**config.mk**
```make
export PLATFORM = sky130hd
export DESIGN_NAME = priority_event_tracker
export DESIGN_NICKNAME = d
export VERILOG_FILES = /design/src/rtl/priority_event_tracker.sv
export SDC_FILE = /design/constraint.sdc
export NUM_CORES = 1
export LEC_CHECK = 0
export CAP_MARGIN = 20
export CORE_MARGIN = 2
export CORE_UTILIZATION = 40
export CTS_CLUSTER_DIAMETER = 150
export DETAILED_ROUTE_END_ITERATION = 16
export MAX_ROUTING_LAYER = met4
export PLACE_DENSITY = 0.69
export SLEW_MARGIN = 5
export SYNTH_ARGS = -nofsm -noshare
export SYNTH_HDL_FRONTEND = slang
export SYNTH_SLANG_ARGS = --single-unit
export TNS_END_PERCENT = 50
```
**constraint.sdc**
```tcl
create_clock -name clk -period 2.6 [get_ports clk]
set_clock_uncertainty 0.2 [all_clocks]
set_input_delay 0.39 -clock clk [delete_from_list [all_inputs] [get_ports clk]]
set_output_delay 0.39 -clock clk [all_outputs]
set_load 0.03 [all_outputs]
```
**src/rtl/priority_event_tracker.sv**
```systemverilog
// rtl/priority_event_tracker.sv - debounced one-hot priority code to single-event tracker
//
// Optional feature macro: PRIO_EVT_COUNT_EN (per-class saturating counters).
//
// Ports:
//   clk        rising-edge clock
//   rst        synchronous active-high reset
//   code_in    one-hot priority code {z,y,x}; 000 = no request
//   evt_ready  downstream accepts the pending event
//   clr        synchronous clear of counters and err_multi
//   evt_valid  event pending
//   evt_code   accepted one-hot code, stable while evt_valid=1
//   evt_idx    encoded class: 0=X, 1=Y, 2=Z
//   busy       high whenever the FSM is not in IDLE
//   err_multi  sticky multi-hot sample flag
//   cnt_x/y/z  accepted-event counters (tied to 0 without PRIO_EVT_COUNT_EN)
module priority_event_tracker #(
    parameter int STABLE_CYCLES = 3,
    parameter int CNT_W         = 8
) (
    input  logic             clk,
    input  logic             rst,
    input  logic [2:0]       code_in,
    input  logic             evt_ready,
    input  logic             clr,
    output logic             evt_valid,
    output logic [2:0]       evt_code,
    output logic [1:0]       evt_idx,
    output logic             busy,
    output logic             err_multi,
    output logic [CNT_W-1:0] cnt_x,
    output logic [CNT_W-1:0] cnt_y,
    output logic [CNT_W-1:0] cnt_z
);

    typedef enum logic [1:0] {IDLE, SETTLE, EMIT, REARM} state_t;

    localparam logic [7:0] STABLE_LAST = 8'(STABLE_CYCLES);
    localparam bit         ONE_SHOT    = (STABLE_CYCLES == 1);

    state_t     state;
    logic [2:0] cand;
    logic [7:0] stab_cnt;

    logic       multi;
    logic [2:0] sample;
    logic       fire;

    function automatic logic [1:0] encode(input logic [2:0] c);
        logic [1:0] r;
        r = 2'd0;
        if (c[1]) r = 2'd1;
        if (c[2]) r = 2'd2;
        return r;
    endfunction

    // Any two bits set is illegal; such a sample behaves like "no request".
    assign multi  = (code_in[0] & code_in[1]) | (code_in[0] & code_in[2]) | (code_in[1] & code_in[2]);
    assign sample = multi ? 3'b000 : code_in;

    // fire marks the edge on which the FSM enters EMIT; counters key off it.
    always_comb begin
        fire = 1'b0;
        if (state == IDLE && sample != 3'b000 && ONE_SHOT)
            fire = 1'b1;
        else if (state == SETTLE && sample != 3'b000 && sample == cand &&
                 (stab_cnt + 8'd1) == STABLE_LAST)
            fire = 1'b1;
    end

    assign busy = (state != IDLE);

    always_ff @(posedge clk) begin
        if (rst) begin
            state     <= IDLE;
            cand      <= 3'b000;
            stab_cnt  <= 8'd0;
            evt_valid <= 1'b0;
            evt_code  <= 3'b000;
            evt_idx   <= 2'd0;
        end else begin
            case (state)
                IDLE: begin
                    if (sample != 3'b000) begin
                        cand     <= sample;
                        stab_cnt <= 8'd1;
                        if (fire) begin
                            state     <= EMIT;
                            evt_valid <= 1'b1;
                            evt_code  <= sample;
                            evt_idx   <= encode(sample);
                        end else begin
                            state <= SETTLE;
                        end
                    end
                end
                SETTLE: begin
                    if (sample == 3'b000) begin
                        state <= IDLE;
                    end else if (sample != cand) begin
                        cand     <= sample;
                        stab_cnt <= 8'd1;
                    end else if (fire) begin
                        state     <= EMIT;
                        evt_valid <= 1'b1;
                        evt_code  <= cand;
                        evt_idx   <= encode(cand);
                    end else begin
                        stab_cnt <= stab_cnt + 8'd1;
                    end
                end
                EMIT: begin
                    // code_in is ignored here; evt_code keeps its value after the handshake.
                    if (evt_ready) begin
                        evt_valid <= 1'b0;
                        state     <= REARM;
                    end
                end
                REARM: begin
                    if (sample == 3'b000) state <= IDLE;
                end
                default: state <= IDLE;
            endcase
        end
    end

    // Set beats clear when both land on the same edge.
    always_ff @(posedge clk) begin
        if (rst)        err_multi <= 1'b0;
        else if (multi) err_multi <= 1'b1;
        else if (clr)   err_multi <= 1'b0;
    end

`ifdef PRIO_EVT_COUNT_EN
    localparam logic [CNT_W-1:0] CNT_MAX = '1;

    // Clear beats a coincident increment.
    always_ff @(posedge clk) begin
        if (rst || clr) begin
            cnt_x <= '0;
            cnt_y <= '0;
            cnt_z <= '0;
        end else if (fire) begin
            if (sample[0] && cnt_x != CNT_MAX) cnt_x <= cnt_x + 1'b1;
            if (sample[1] && cnt_y != CNT_MAX) cnt_y <= cnt_y + 1'b1;
            if (sample[2] && cnt_z != CNT_MAX) cnt_z <= cnt_z + 1'b1;
        end
    end
`else
    assign cnt_x = '0;
    assign cnt_y = '0;
    assign cnt_z = '0;
`endif

endmodule

```
==> run summary, run 1 <==
status -> finished, final reports clean
Initial Utilization -> 0.4282
Hold Violations, Final -> 0
setup slack on the worst flop-to-flop path -> 330 ps
wire length of the first global-routing pass -> 4.402 mm
Total Wirelength -> 2.690 mm
number of synthesis warnings -> 0
buffer depth of the longest clock path -> 2
area enclosed by the die boundary -> 3799 um2
post-cts hold buffer count -> 0
Hold WS -> 280.8 ps
net count reported at finish -> 201
register area share after synthesis -> 0.2863
CP Data Required Time -> 2620 ps
Gates resized, CTS repair -> 0
IO Count -> 39
floorplan die height -> 61.64 um
data arrival time of the worst path -> 2500 ps
minimum setup slack after placement -> -211.9 ps
Post-CTS Setup Repair Bufs -> 0
cell area after placement -> 1475 um2
vias in the first global route -> 1043
cells after synthesis -> 168
type of the tightest min-delay check -> reg2reg
setup repair after global routing missed its margin -> no
commonest non-fill, non-tap cell in the layout -> sky130_fd_sc_hd__conb_1
library cell used as clock root buffer -> sky130_fd_sc_hd__clkbuf_4
final setup violation count -> 0
Tcrit/Tclk final -> 0.9538
Critical Path Fanout Max -> 8
ANT nets after route -> 0
source of the worst hold timing path -> evt_code[1]$_SDFFE_PP0P_
# Max-Cap Violations -> 0
clock sinks -> 19
CTS tree -> yes
syn_area_per_cell -> 7.909 um2
largest net degree at the start of global routing -> 12
highest attainable clock frequency -> 403.2 MHz
count of final max-slew check failures -> 0
clock buffer count from CTS -> 3
initial antenna violation count -> 0
number of design rule violations left after detail routing -> 0
WS Path Type -> in2reg
vias after detailed routing -> 1184
largest vdd supply drop -> 136.0 uV
Area growth syn-to-layout -> 12.99%
final non-filler cell area -> 1501 um2
IO Port Bufs -> 14
final core area utilization -> 0.4839
ys async rst share -> 0
startpoint of the worst setup timing path -> code_in[0]
flops & latches, synth -> 19
width of the die -> 61.64 um
Post-Syn Area -> 1329 um2
GRT Overall Usage -> 0.1602
power per cell area -> 402.6 nW/um2
nature of the critical path startpoint -> input port
H-tree depth reported by CTS -> 1
insertion delay to the later sink of the worst-skew pair -> 300 ps
leading cell types in the layout, fill and taps excluded -> sky130_fd_sc_hd__conb_1 (24), sky130_fd_sc_hd__dfxtp_1 (19), sky130_fd_sc_hd__nor2_1 (16)
GPL Wtd Cong -> 0.8715
routed wirelength normalized by instance count -> 11.45 um
detailed-routing iteration count for the pre-antenna-repair pass -> 5
Core ar. -> 3103 um2
fin crit period -> 2480 ps
clock transition time at the flip-flop clock pins of the worst setup and hold paths -> 120 ps
diode insertion count for antenna repair -> 0
sort of element at the end of the critical path -> register
Worst Slack Setup Final -> 120.1 ps
overall overflow remaining after global route -> 0
number of distinct library cell variants in the gate-level netlist after synthesis -> 44
Site Rows -> 20
share of post-route cells with drive strength above 1 -> 0.1204
DRT iter0 DRCs -> 39
half-perimeter wire length after placement -> 2.122 mm
detailed-route vias per instance -> 5.038
number of enable flip-flop cells after synthesis -> 0
dominant synthesized flop cell -> sky130_fd_sc_hd__dfxtp_1
fill count -> 320
LEAKAGE -> 0.5873 nW
source of the worst register-to-register timing path -> stab_cnt[0]$_SDFFE_PP0P_
-- critical path, stage by stage --
cell                              delay, ps
sky130_fd_sc_hd__clkdlybuf4s50_1        480
sky130_fd_sc_hd__or3b_4                 380
sky130_fd_sc_hd__or4b_4                 510
sky130_fd_sc_hd__o21ai_2                 90
sky130_fd_sc_hd__o211a_1                340
sky130_fd_sc_hd__nor2_1                  80
sky130_fd_sc_hd__a211oi_1               230
-- synth_stat cells, types with 4 or more instances --
cell                       number  area, um2
sky130_fd_sc_hd__nand3_1        4      20.02
sky130_fd_sc_hd__o21ai_0        6      30.03
sky130_fd_sc_hd__o211ai_1       4      30.03
sky130_fd_sc_hd__inv_1         11      41.29
sky130_fd_sc_hd__dfxtp_1       19      380.4
sky130_fd_sc_hd__buf_4         25      187.7
sky130_fd_sc_hd__nand2_1        6      22.52
sky130_fd_sc_hd__nor3_1         5      25.02
sky130_fd_sc_hd__o21ai_1        4      20.02
sky130_fd_sc_hd__a21oi_1       13      65.06
sky130_fd_sc_hd__nor2_1        16      60.06
-- sequential cells by signal, summed over array words and instances (netlist names) --
name and flops:
stab_cnt 8, evt_idx 1, state 2, cand 3
evt_code 3, err_multi 1, evt_valid 1
-- per-layer routing --
metal	track usage	up-vias	routed length, um
met5	-	-	0
met4	0.09119	0	55
met3	0.02311	6	137
met2	0.2451	51	1260
met1	0.2000	537	1236
li1	-	590	-
-- logic make-up (layout without fill, tap and decap cells) --
logic type	Yosys count	count (layout)	synth area share
AO/OA/AOI/OAI	50	50	0.2655
AND/OR/NAND/NOR	53	53	0.2119
XOR/XNOR	3	3	0.01978
adder cells (fa/ha/maj)	2	2	0.01883
flip-flops	19	19	0.2862
buffers and inverters	40	40	0.1949
other	1	24	0.002822
-- power by group --
| part | leakage, nW | switching [mW] | total (mW) | internal [mW] |
|---|---|---|---|---|
| Combinational | 0.418 | 0.0971 | 0.142 | 0.0447 |
| Sequential | 0.154 | 0.00842 | 0.305 | 0.297 |
| Clock | 0.0150 | 0.0974 | 0.157 | 0.0598 |
-- worst paths after layout --
check | endpoint | depth (start not counted)
worst min register to register | evt_code[1]$_SDFFE_PP0P_ | 1
worst max register to register | evt_code[0]$_SDFFE_PP0P_ | 7
worst min-delay path | evt_code[1]$_SDFFE_PP0P_ | 1
worst max-delay path | evt_code[0]$_SDFFE_PP0P_ | 7
-- final cells by class --
| class | count | area, um2 | area share |
|---|---|---|---|
| multi-input cells | 132 | 775.7 | 0.5167 |
| flip-flops and latches | 19 | 380.4 | 0.2533 |
| repair buffers | 25 | 222.7 | 0.1483 |
| well taps | 44 | 55.05 | 0.03667 |
| inverters | 11 | 41.29 | 0.02750 |
| clock buffers | 4 | 26.28 | 0.01750 |
-- per-stage QoR --
step	instances	TNS [ps]	power, mW
finish	235	0	0.6044
global route	235	0	0.6286
CTS	235	0	0.6065
detailed placement	231	-2114	0.4523
global placement	231	-1488	0.4511
floorplan	191	0	0.4395
Note: power is estimated with default switching activity, not from simulation.
==> run 2: changes to the inputs <==
CORE_MARGIN = 4   (was 2)
SLEW_MARGIN = default   (was 5)
==> run 2 against run 1 <==
Effect of this change:
- clock-buffer cell count down 1
- total power decreased by 0.10%
- sequential cell count unchanged
- highest routed layer unchanged
- final area is essentially flat
- sequential share of layout area about the same
- first-iteration DRC count is 7.7% higher
- utilization barely moved
- via count down 0.68%
==> run summary, run 2 (synthesized netlist as in run 1, its figures left out) <==
leading cell types in the layout, fill and taps excluded -> sky130_fd_sc_hd__conb_1 (24), sky130_fd_sc_hd__dfxtp_1 (19), sky130_fd_sc_hd__nor2_1 (16)
Post-CTS Setup Repair Bufs -> 0 (unchanged)
H-tree depth reported by CTS -> 1 (unchanged)
largest registers ranked by flip-flop count -> stab_cnt (8), cand (3), evt_code (3)
half-perimeter wire length after placement -> 2.087 mm (-1.7%)
overall overflow remaining after global route -> 0 (unchanged)
WS Path Type -> in2reg
Tcrit/Tclk final -> 0.9464 (-0.007467)
Area growth syn-to-layout -> 13.09% (about the same)
clock sinks -> 19 (unchanged)
GPL Wtd Cong -> 0.8308 (-4.7%)
sort of element at the end of the critical path -> register
detailed-route vias per instance -> 5.004 (-0.68%)
vias in the first global route -> 1027 (-1.5%)
fin crit period -> 2461 ps (-19.41 ps)
data arrival time of the worst path -> 2490 ps (about the same)
floorplan die height -> 65.64 um (+6.5%)
number of design rule violations left after detail routing -> 0 (unchanged)
most flop-heavy register -> stab_cnt
post-cts hold buffer count -> 0 (unchanged)
Critical Path Fanout Max -> 5 (-3)
final setup violation count -> 0 (unchanged)
share of post-route cells with drive strength above 1 -> 0.1257 (+0.005236)
highest attainable clock frequency -> 406.4 MHz (+0.79%)
Hold Violations, Final -> 0 (unchanged)
library cell used as clock root buffer -> sky130_fd_sc_hd__clkbuf_4
CP Data Required Time -> 2630 ps (about the same)
Total Wirelength -> 2.663 mm (-1.0%)
clock buffer count from CTS -> 3 (unchanged)
wire length of the first global-routing pass -> 4.429 mm (+0.61%)
initial antenna violation count -> 0 (unchanged)
IO Count -> 39 (unchanged)
commonest non-fill, non-tap cell in the layout -> sky130_fd_sc_hd__conb_1
# Max-Cap Violations -> 0 (unchanged)
Site Rows -> 20 (unchanged)
fill count -> 326 (+1.9%)
vias after detailed routing -> 1176 (-0.68%)
status -> finished, final reports clean
largest vdd supply drop -> 165.5 uV (+22%)
insertion delay to the later sink of the worst-skew pair -> 300 ps (about the same)
Gates resized, CTS repair -> 0 (unchanged)
area enclosed by the die boundary -> 4308 um2 (+13%)
largest net degree at the start of global routing -> 12 (unchanged)
max FFs per register -> 8 (unchanged)
net count reported at finish -> 201 (unchanged)
Hold WS -> 287.9 ps (+7.097 ps)
buffer depth of the longest clock path -> 2 (unchanged)
GRT Overall Usage -> 0.1314 (-0.02882)
Non-Filler Instances -> 235 (unchanged)
power per cell area -> 401.8 nW/um2 (-0.19%)
Core ar. -> 3103 um2 (unchanged)
routed wirelength normalized by instance count -> 11.33 um (-1.0%)
ANT nets after route -> 0 (unchanged)
LEAKAGE -> 0.5900 nW (+0.46%)
diode insertion count for antenna repair -> 0 (unchanged)
type of the tightest min-delay check -> reg2reg
total placed cells including tap cells -> 231 (unchanged)
setup repair after global routing missed its margin -> no
clock transition time at the flip-flop clock pins of the worst setup and hold paths -> 120 ps (about the same)
width of the die -> 65.64 um (+6.5%)
detailed-routing iteration count for the pre-antenna-repair pass -> 4 (-1)
CTS tree -> yes
Initial Utilization -> 0.4282 (unchanged)
nature of the critical path startpoint -> input port
DRT iter0 DRCs -> 42 (+7.7%)
IO Port Bufs -> 14 (unchanged)
count of final max-slew check failures -> 0 (unchanged)
run 2: area by class of cell:
class,instances,area [um2],share of cell area
Tap cell,44,55.05,0.03664
Timing Repair Buffer,25,222.7,0.1482
Multi-Input combinational cell,132,775.7,0.5162
Clock inverter,1,5.005,0.003331
Inverter,11,41.29,0.02748
Clock buffer,3,22.52,0.01499
Sequential cell,19,380.4,0.2531
run 2: metrics by stage:
stage / TNS, ps / instance area, um2 / worst slack, ps / power, mW / utilization
2_1_floorplan: 0 / 1415 / 317.5 / 0.4395 / -
3_3_place_gp: -1518 / 1475 / -161.1 / 0.4515 / 0.4754
3_5_place_dp: -1737 / 1475 / -166.6 / 0.4526 / 0.4754
4_1_cts: 0 / 1503 / 152.9 / 0.6043 / 0.4843
5_1_grt: 0 / 1503 / 42.42 / 0.6327 / 0.4843
6_report: 0 / 1503 / 139.5 / 0.6038 / 0.4843
run 2: path summary, 6_finish.rpt:
check | cells past startpoint | from | endpoint | slack [ps]
min | 1 | evt_code[1]$_SDFFE_PP0P_ | evt_code[1]$_SDFFE_PP0P_ | 290
min reg2reg | 1 | evt_code[1]$_SDFFE_PP0P_ | evt_code[1]$_SDFFE_PP0P_ | 290
max | 7 | code_in[0] | stab_cnt[6]$_SDFFE_PP0P_ | 140
max reg2reg | 7 | stab_cnt[0]$_SDFFE_PP0P_ | stab_cnt[6]$_SDFFE_PP0P_ | 350
run 2: power by group:
group | switching [mW] | total [mW] | internal [mW]
Sequential | 0.00866 | 0.306 | 0.297
Clock | 0.0981 | 0.155 | 0.0573
Combinational | 0.0980 | 0.143 | 0.0447
Total | 0.205 | 0.604 | 0.399
run 2: critical path: stages:
cell and delay [ps]:
sky130_fd_sc_hd__clkdlybuf4s50_1 480, sky130_fd_sc_hd__or3b_4 380, sky130_fd_sc_hd__or4b_4 510, sky130_fd_sc_hd__o21a_4 150, sky130_fd_sc_hd__a211oi_4 300, sky130_fd_sc_hd__nand2_2 110
sky130_fd_sc_hd__o22ai_1 160
run 2: layer usage:
metal  up-vias  share of wire  track usage
li1        594              -            -
met1       522           0.45       0.1703
met2        56           0.46       0.2140
met3         4          0.077      0.01026
met4         0          0.014      0.04663
met5         -              0            -
==> run 3: changes to the inputs <==
clock period = 2.94 ns   (was 2.6 ns; I/O delays follow)
==> run 3 against run 2 <==
Effect of this change:
- sequential cell count unchanged
- first-iteration DRC count grew 2.4%
- register-to-register slack better by 270 ps
- non-clock buffer count shrank 8
- critical path depth unchanged
- utilization decreased by 2.0 points
- critical path type unchanged
- via count is 3.5% lower
- sequential share of layout area rose by 1.1 points
- largest power group unchanged
- highest routed layer unchanged
- global-route usage rose by 0.84 points
- largest cell class unchanged
==> run summary, run 3 (synthesized netlist as in run 1, its figures left out) <==
post-cts hold buffer count -> 0 (unchanged)
Worst Tran Pin Value -> 543.7 ps
WS Path Type -> in2reg
Core ar. -> 3103 um2 (unchanged)
half-perimeter wire length after placement -> 2.047 mm (-1.9%)
final setup violation count -> 0 (unchanged)
wire length of the first global-routing pass -> 4.692 mm (+5.9%)
Total Negative Setup Slacks -> 0 ps (unchanged)
Area growth syn-to-layout -> 8.474%
setup repair after global routing missed its margin -> no
vias in the first global route -> 1072 (+4.4%)
LEAKAGE -> 0.5475 nW (-7.2%)
IO Port Bufs -> 14 (unchanged)
status -> finished, final reports clean
floorplan die height -> 65.64 um (unchanged)
Tcrit/Tclk final -> 0.8821
ANT nets after route -> 0 (unchanged)
net count reported at finish -> 193 (-4.0%)
# Max-Cap Violations -> 0 (unchanged)
highest attainable clock frequency -> 385.6 MHz
data arrival time of the worst path -> 2600 ps (+110 ps)
share of post-route cells with drive strength above 1 -> 0.08197 (-0.04369)
Post-CTS Setup Repair Bufs -> 0 (unchanged)
post-layout power -> 0.5224 mW (-13%)
buffer depth of the longest clock path -> 2 (unchanged)
width of the die -> 65.64 um (unchanged)
Hold WS -> 284.0 ps (-3.941 ps)
Logic pwr share -> 0.228 (-0.008)
clock buffer count from CTS -> 3 (unchanged)
fin crit period -> 2593 ps
relative slew slack -> 0.6364
initial antenna violation count -> 0 (unchanged)
number of design rule violations left after detail routing -> 0 (unchanged)
nature of the critical path startpoint -> input port
Switching Power -> 0.1745 mW (-15%)
type of the tightest min-delay check -> reg2reg
fill count -> 309 (-5.2%)
overall overflow remaining after global route -> 0 (unchanged)
minimum setup slack after placement -> 25.13 ps (+191.7 ps)
CTS tree -> yes
total placed cells including tap cells -> 223 (-3.5%)
Total Wirelength -> 2.691 mm (+1.1%)
DRT iter0 DRCs -> 43 (+2.4%)
max FFs per register -> 8 (unchanged)
sort of element at the end of the critical path -> register
leading cell types in the layout, fill and taps excluded -> sky130_fd_sc_hd__conb_1 (24), sky130_fd_sc_hd__dfxtp_1 (19), sky130_fd_sc_hd__nor2_1 (16)
Critical Path Fanout Max -> 10 (+5)
clock sinks -> 19 (unchanged)
Non-Filler Instances -> 227 (-3.4%)
most flop-heavy register -> stab_cnt
sequential cell fraction of total power -> 0.516 (+0.010)
largest registers ranked by flip-flop count -> stab_cnt (8), cand (3), evt_code (3)
area taken by multi-input logic gates -> 775.7 um2 (unchanged)
Worst Slack Setup Final -> 346.6 ps (+207.1 ps)
IO Count -> 39 (unchanged)
Site Rows -> 20 (unchanged)
GPL Wtd Cong -> 0.8739 (+5.2%)
switching power as a share of total power -> 0.3340 (-0.005113)
routed wirelength normalized by instance count -> 11.85 um (+4.6%)
commonest non-fill, non-tap cell in the layout -> sky130_fd_sc_hd__conb_1
insertion delay to the later sink of the worst-skew pair -> 300 ps (about the same)
proportion of power drawn by the clock network -> 0.256 (about the same)
GRT Overall Usage -> 0.1397 (+0.008356)
largest net degree at the start of global routing -> 14 (+2)
CP Data Required Time -> 2940 ps (+310 ps)
power per cell area -> 362.4 nW/um2 (-9.8%)
area enclosed by the die boundary -> 4308 um2 (unchanged)
detailed-route vias per instance -> 5.000 (about the same)
H-tree depth reported by CTS -> 1 (unchanged)
diode insertion count for antenna repair -> 0 (unchanged)
largest vdd supply drop -> 159.0 uV (-3.9%)
internal cell power -> 0.3479 mW (-13%)
Hold Violations, Final -> 0 (unchanged)
Gates resized, CTS repair -> 0 (unchanged)
count of final max-slew check failures -> 0 (unchanged)
clock transition time at the flip-flop clock pins of the worst setup and hold paths -> 110 ps (about the same)
detailed-routing iteration count for the pre-antenna-repair pass -> 4 (unchanged)
library cell used as clock root buffer -> sky130_fd_sc_hd__clkbuf_4
Initial Utilization -> 0.4282 (unchanged)
sequential standard cell area -> 380.4 um2 (unchanged)
vias after detailed routing -> 1135 (-3.5%)
==> run 3: power groups by stage <==
stage | Combinational (mW) | Clock (mW) | Sequential [mW]
finish | 0.119 | 0.134 | 0.270
CTS | 0.118 | 0.139 | 0.269
detailed placement | 0.117 | 0 | 0.275
global route | 0.130 | 0.144 | 0.271
floorplan | 0.113 | 0 | 0.275
global placement | 0.116 | 0 | 0.275
==> run 3: cell type report <==
class | count | share of cell area
tap | 44 | 0.03819
multi-input combinational | 132 | 0.5382
clock buffer | 4 | 0.01823
sequential | 19 | 0.2639
inverter | 11 | 0.02865
timing repair buffer | 17 | 0.1128
==> run 3: routing by layer <==
metal / track usage / routed length [um] / vias to the layer above
met1: 0.1755 / 1160 / 503
met4: 0.06477 / 44 / 0
met5: - / 0 / -
met2: 0.2278 / 1261 / 55
met3: 0.01026 / 225 / 4
li1: - / - / 573
==> run 3: worst paths after layout <==
kind / from / to / slack, ps / cells after the start
max: code_in[0] / evt_code[1]$_SDFFE_PP0P_ / 350 / 7
min: evt_idx[0]$_SDFFE_PP0P_ / evt_idx[0]$_SDFFE_PP0P_ / 280 / 1
max reg2reg: stab_cnt[0]$_SDFFE_PP0P_ / stab_cnt[4]$_SDFFE_PP0P_ / 620 / 7
min reg2reg: evt_idx[0]$_SDFFE_PP0P_ / evt_idx[0]$_SDFFE_PP0P_ / 280 / 1
==> run 3: through the flow <==
stage / cell area [um2] / utilization
2_1_floorplan: 1415 / -
3_3_place_gp: 1415 / 0.4560
3_5_place_dp: 1415 / 0.4560
4_1_cts: 1441 / 0.4645
5_1_grt: 1441 / 0.4645
6_report: 1441 / 0.4645
==> run 3: critical path, stage by stage <==
cell	delay (ps)
sky130_fd_sc_hd__clkdlybuf4s50_1	480
sky130_fd_sc_hd__or3b_4	410
sky130_fd_sc_hd__or4b_4	510
sky130_fd_sc_hd__o21ai_2	80
sky130_fd_sc_hd__o211a_1	370
sky130_fd_sc_hd__a31oi_1	160
sky130_fd_sc_hd__o21a_1	140
